## config.mk

```make
export PLATFORM = sky130hd
export DESIGN_NAME = rca_parametrizable
export DESIGN_NICKNAME = d
export VERILOG_FILES = /design/src/rtl/rca_pkg.sv /design/src/rtl/rca_full_adder.sv /design/src/rtl/rca_parametrizable.sv
export SDC_FILE = /design/constraint.sdc
export NUM_CORES = 1
export LEC_CHECK = 0
export CORE_AREA = 2 2 39 41
export DETAILED_ROUTE_END_ITERATION = 8
export DIE_AREA = 0 0 41 43
export HOLD_SLACK_MARGIN = 0.02
export MAX_ROUTING_LAYER = met4
export SLEW_MARGIN = 20
export SYNTH_ARGS = -nofsm -noshare
export SYNTH_HDL_FRONTEND = slang
export SYNTH_SLANG_ARGS = --single-unit
```

## constraint.sdc

```tcl
create_clock -name clk -period 0.9 [get_ports clk]
set_input_delay 0.135 -clock clk [delete_from_list [all_inputs] [get_ports clk]]
set_output_delay 0.135 -clock clk [all_outputs]
set_load 0.005 [all_outputs]
```

## src/rtl/rca_pkg.sv

```systemverilog
// Shared types and helpers for the parametrizable ripple-carry adder.
// The optional RCA_OVERFLOW_EN build is handled in the top level only.
package rca_pkg;

  localparam int RCA_DEFAULT_N = 4;

  typedef struct packed {
    logic s;
    logic co;
  } fa_out_t;

  // One full-adder cell: sum and carry-out from two operand bits and carry-in.
  function automatic fa_out_t fa_eval(input logic a, input logic b, input logic ci);
    fa_out_t r;
    r.s  = a ^ b ^ ci;
    r.co = (a & b) | (ci & (a ^ b));
    return r;
  endfunction

endpackage

```

## src/rtl/rca_full_adder.sv

```systemverilog
// Purely combinational 1-bit full adder, the repeated cell of the carry chain.
module rca_full_adder
  import rca_pkg::*;
(
  input  logic a,
  input  logic b,
  input  logic ci,
  output logic s,
  output logic co
);

  fa_out_t res_s;

  assign res_s = fa_eval(a, b, ci);
  assign s     = res_s.s;
  assign co    = res_s.co;

endmodule

```

## src/rtl/rca_parametrizable.sv

```systemverilog
// N-bit ripple-carry adder with a registered result (one cycle latency).
// Define RCA_OVERFLOW_EN to add the registered two's-complement overflow output Ovf.
module rca_parametrizable
  import rca_pkg::*;
#(
  parameter int N = RCA_DEFAULT_N
) (
  input  logic         clk,
  input  logic         rst_n,
  input  logic [N-1:0] A,
  input  logic [N-1:0] B,
  input  logic         Cin,
  input  logic         valid_in,
  output logic [N-1:0] Sum,
  output logic         Cout,
  output logic         valid_out
`ifdef RCA_OVERFLOW_EN
  ,
  output logic         Ovf
`endif
);

  logic [N:0]   carry_s;
  logic [N-1:0] sum_s;

  assign carry_s[0] = Cin;

  genvar i;
  generate
    for (i = 0; i < N; i++) begin : g_chain
      rca_full_adder u_fa (
        .a  (A[i]),
        .b  (B[i]),
        .ci (carry_s[i]),
        .s  (sum_s[i]),
        .co (carry_s[i+1])
      );
    end
  endgenerate

`ifdef RCA_OVERFLOW_EN
  // Result register: captures the chain only on valid samples, so idle X inputs never reach it.
  always_ff @(posedge clk or negedge rst_n) begin
    if (!rst_n) begin
      Sum       <= {N{1'b0}};
      Cout      <= 1'b0;
      Ovf       <= 1'b0;
      valid_out <= 1'b0;
    end else begin
      valid_out <= valid_in;
      if (valid_in) begin
        Sum  <= sum_s;
        Cout <= carry_s[N];
        Ovf  <= carry_s[N] ^ carry_s[N-1];
      end
    end
  end
`else
  // Result register: captures the chain only on valid samples, so idle X inputs never reach it.
  always_ff @(posedge clk or negedge rst_n) begin
    if (!rst_n) begin
      Sum       <= {N{1'b0}};
      Cout      <= 1'b0;
      valid_out <= 1'b0;
    end else begin
      valid_out <= valid_in;
      if (valid_in) begin
        Sum  <= sum_s;
        Cout <= carry_s[N];
      end
    end
  end
`endif

endmodule

```

# Word-level counts from Yosys, hierarchy flattened
# Cells that the tools add are included.
dict set report totals {
  output_inout_bits 6
  regBits 6
  wordCells 23
}
dict set report classes {
  bitwise 20
}
# operator n
set op_table {}
lappend op_table {{1-bit AND} 8}
lappend op_table {{1-bit XOR} 8}
lappend op_table {{1-bit OR} 4}

# Depth between registers and ports, before layout
dict set report depth {
  word_depth 9
  mapped_depth 8
}

# By module
# From an unflattened synthesis, not the netlist that was laid out.
dict set report unflattened {
  cells_unflattened 15
  hier_area_um2 286.5
}
# module instances seq_area_each_um2 cells_per_inst area_per_inst_um2
set modules_own_cells {}
lappend modules_own_cells {rca_parametrizable 1 150.1 11 206.4}
lappend modules_own_cells {rca_full_adder 4 0.0 1 20.0}

# Least setup slack after synthesis
# Ideal clock, no wire load.
dict set report synth_path {
  path_kind {input-to-reg}
  start {in A[0]}
  end {reg Sum[3]}
  stages 8
  arrival_ns 1.709
  path_buffers 0
  slack_ns -0.886
  setup_time_ns 0.077
  cell_sequence {inv_1 > fa_1 > inv_1 > fa_1 > fa_1 > inv_1 > fa_1 > a21oi_1}
}
dict set report synth_via {
  elab_chain_cells 8
  word_cells_on_any_way 9
  classes_between {bitwise: 9}
}
# element line_no
set synth_lines {}
lappend synth_lines {{start, declared} rca_parametrizable.sv:10} ;# input logic [N-1:0] A,
lappend synth_lines {{1-bit XOR} rca_pkg.sv:16} ;# r.co = (a & b) | (ci & (a ^ b));
lappend synth_lines {{1-bit AND} rca_pkg.sv:16}
lappend synth_lines {{1-bit OR *} rca_pkg.sv:16}
lappend synth_lines {{1-bit AND *} rca_pkg.sv:16}
lappend synth_lines {{1-bit OR *} rca_pkg.sv:16}
lappend synth_lines {{1-bit AND *} rca_pkg.sv:16}
lappend synth_lines {{1-bit OR *} rca_pkg.sv:16}
lappend synth_lines {{1-bit XOR *} rca_pkg.sv:15} ;# r.s = a ^ b ^ ci;
lappend synth_lines {{end signal, assigned} rca_parametrizable.sv:62} ;# Sum <= {N{1'b0}};
lappend synth_lines {{end signal, assigned} rca_parametrizable.sv:68} ;# Sum <= sum_s;
lappend synth_lines {{end, declared} rca_parametrizable.sv:14} ;# output logic [N-1:0] Sum,
# Every way passes the cells marked *; elsewhere a longest branch is shown, timed or not.
# A chain may end at the register's enable or synchronous reset.

# Final worst setup path
# Same ends and word-level chain as after synthesis.

==> out/results.tsv <==
stage	metric	value	unit
finish	layout cells sized above 1	55.1	%
floorplanning	DIE AREA	0.00176	mm^2
yosys	mux cell area share after synthesis	12.2	%
yosys	Synth Flop Type	dfrtp_1	
floorplanning	Die Y	43	um
global_route	largest net degree at the start of global routing	7	
sta	Max Slew Vio Count	0	
detailed_routing	wire length per cell	8.60	um
clocking	CTS max path bufs	2	
outcome	failing checks	negative setup slack	
sta	Final Hold Fails	0	
yosys	Synth Area in Simple Gates	2.28	%
worst_setup_path	Startpoint Class	input port	
yosys	register area share after synthesis	45.6	%
clocking	TritonCTS clock tree	done	
flow_run	max capacitance violation total	0	
placement	Placer Congestion	0.659	
yosys	largest family of logic cells by synthesized area	adder cells	
yosys	XOR/XNOR share of the synthesized area	0	%
yosys	Ys Warns	0	
finish	area grow syn2layout	69.2	%
floorplanning	FP Rows	14	
finish	FF/Latch Area	150	um^2
sta	FMAX	626	MHz
yosys	Post-synth EDFFs	0	
worst_setup_path	crit path kind	in -> reg	
worst_setup_path	Worst Path Max Fanout	1	
yosys	Synth async-reset ratio	100	%
detailed_routing	TritonRoute pass-1 iters	2	
yosys	Mean Syn Cell Area	12.7	um^2
yosys	post-synth cell types	8	
yosys	top-count cell post-synth	inv_1	
floorplanning	starting density of the core	23.8	%
placement	port bufs	17	
finish	Layout fillers	146	
clocking	# hold bufs at CTS	0	
yosys	Gate Count Post-Synth	26	
sta	Worst Slack Setup Final	-0.696	ns
sta	final setup TNS	-2.02	ns
yosys	Syn Nets	42	
detailed_routing	via/cell ratio	3.86	
global_route	first-pass GRT wire length	1090	um
worst_setup_path	FF-to-FF Start	Sum[1]	
floorplanning	Core Area	0.00138	mm^2
global_route	vias in the first global route	283	
finish	# diodes	0	
sta	Final Skew	0	ns
detailed_routing	Post-DRT Antenna Nets	0	
detailed_routing	Routed WL	559	um
placement	pre-CTS setup slack	-1.39	ns
power	Leakage	0.274	nW
worst_setup_path	FF-to-FF End	Sum[1]	
sta	worst slew pin tran	0.269	ns
hold_path	Hold WC Path Type	in -> async	
outcome	outcome	finished with violations	
finish	Post-layout nets	67	
sta	Final Setup Violations	4	
global_route	grt ovf	0	
worst_setup_path	Reg2Reg Depth	2	
worst_setup_path	CP Capture Type	flop	
yosys	top cell type's share of synthesized area	45.6	%
yosys	top cells by area, synth	dfrtp_1 46%, fa_1 24%, inv_1 9.1%, mux2_4 9.1%, buf_6 3.4%	
sta	hold_ws	0.134	ns
finish	multi-input logic area	149	um^2
clocking	CTS Sinks	6	
sta	Final Cycle Share	177	%
clocking	Worst-path clk slew	0.04	ns
yosys	Yosys reg bits	6	
sta	Slew HR	82.0	%
yosys	adder and majority gate portion of the synthesized area	24.3	%
worst_setup_path	Arr. time, crit path	1.77	ns
sta	RSZ-0062 raised after global routing	yes	
worst_setup_path	reg2reg setup slack	0.04	ns
clocking	TritonCTS Buffers	3	
floorplanning	chip width	41	um
yosys	synthesized area	329	um^2
global_route	GRT Util Overall	10.0	%
floorplanning	IO Pins	18	
power	pwr/cell area	1520	mW/mm^2
worst_setup_path	Critical Path RT	1.07	ns
clocking	total number of H-tree levels	1	
clocking	CTS Root Cell	clkbuf_4	
detailed_routing	Via Count	251	
clocking	Worst-Skew Late Latency	0.24	ns
detailed_routing	drc violations	0	
yosys	cell taking the most area after synthesis	dfrtp_1	
global_route	initial antenna violation count	0	
yosys	Commonest cells post-synth	8 x inv_1, 6 x dfrtp_1, 4 x fa_1	
power	peak supply drop	743	uV
placement	Detail Placement HPWL	474	um
detailed_routing	initial DRC count	1	
yosys	post-synthesis compound-gate area fraction	3.04	%
sta	minimum clock period	1.60	ns
-- power breakdown --
part           internal, mW  switching [mW]
Clock                 0.150          0.0909
Combinational         0.171          0.0959
Sequential            0.316          0.0205
-- sequential cells by signal, summed over array words and instances, names as in the netlist --
| name | flops |
|---|---|
| Sum | 4 |
| Cout | 1 |
| valid_out | 1 |
-- repair_timing --
item	in CTS	in global routing
resized for setup	44	2
setup endpoints to repair	11	7
cloned	0	0
pin swaps	5	5
buffers inserted	1	0
-- layout make-up --
class	instances	share of cell area, %
Clock buffer	3	4.04
Inverter	8	7.19
Multi-Input combinational cell	11	26.7
Sequential cell	6	27.0
Tap cell	16	3.60
Timing Repair Buffer	21	31.5
-- layout by cell type, fill, tap and decap left out --
cell type / n
clkdlybuf4s50_1: 6
inv_4: 1
inv_8: 1
dlygate4sd2_1: 2
buf_6: 2
fa_2: 3
clkbuf_4: 3
buf_4: 4
a21oi_1: 1
a21oi_2: 1
inv_1: 3
buf_8: 1
nor2_1: 2
mux2_4: 2
buf_2: 6
mux2i_1: 1
inv_2: 3
fa_1: 1
dfrtp_1: 6
-- how the worst max path moves through the flow --
stage	start	end	slack [ns]	cells past startpoint
after global routing	A[0]	Sum[3]	-0.74	9
after CTS	A[0]	Sum[3]	-0.78	9
after detailed placement	A[0]	Sum[3]	-1.39	9
final	A[0]	Sum[3]	-0.70	9
after global placement	A[0]	Sum[3]	-1.38	9
after floorplan	Cin	Sum[3]	-0.79	8
-- worst max-delay path, stage by stage --
cell and delay [ns]:
buf_8 0.10, inv_8 0.04, fa_2 0.19, inv_2 0.04, fa_2 0.33, fa_2 0.34, inv_2 0.06, fa_1 0.42
a21oi_2 0.12
-- through the flow --
stage          util [%]  area, um^2  total power, mW  cells
2_1_floorplan         -         344            0.443     26
3_3_place_gp       39.4         546            0.630     61
3_5_place_dp       39.4         546            0.636     61
4_1_cts            39.8         551            0.856     65
5_1_grt            40.2         557            0.923     65
6_report           40.2         557            0.844     65
-- per-layer routing --
| metal | vias up | routed length [um] | global-route usage (%) |
|---|---|---|---|
| li1 | 120 | - | - |
| met1 | 113 | 210 | 12.1 |
| met2 | 14 | 242 | 12.2 |
| met3 | 4 | 83 | 4.71 |
| met4 | 0 | 21 | 8.00 |
| met5 | - | 0 | - |
-- cell families (layout without fill, tap and decap cells) --
| group | count (synthesis) | count (layout) |
|---|---|---|
| buffers and inverters | 9 | 32 |
| flip-flops | 6 | 6 |
| adder cells (fa/ha/maj) | 4 | 4 |
| multiplexers | 3 | 3 |
| AO/OA/AOI/OAI | 2 | 2 |
| AND/OR/NAND/NOR | 2 | 2 |
Power figures use the tool's default switching activity.
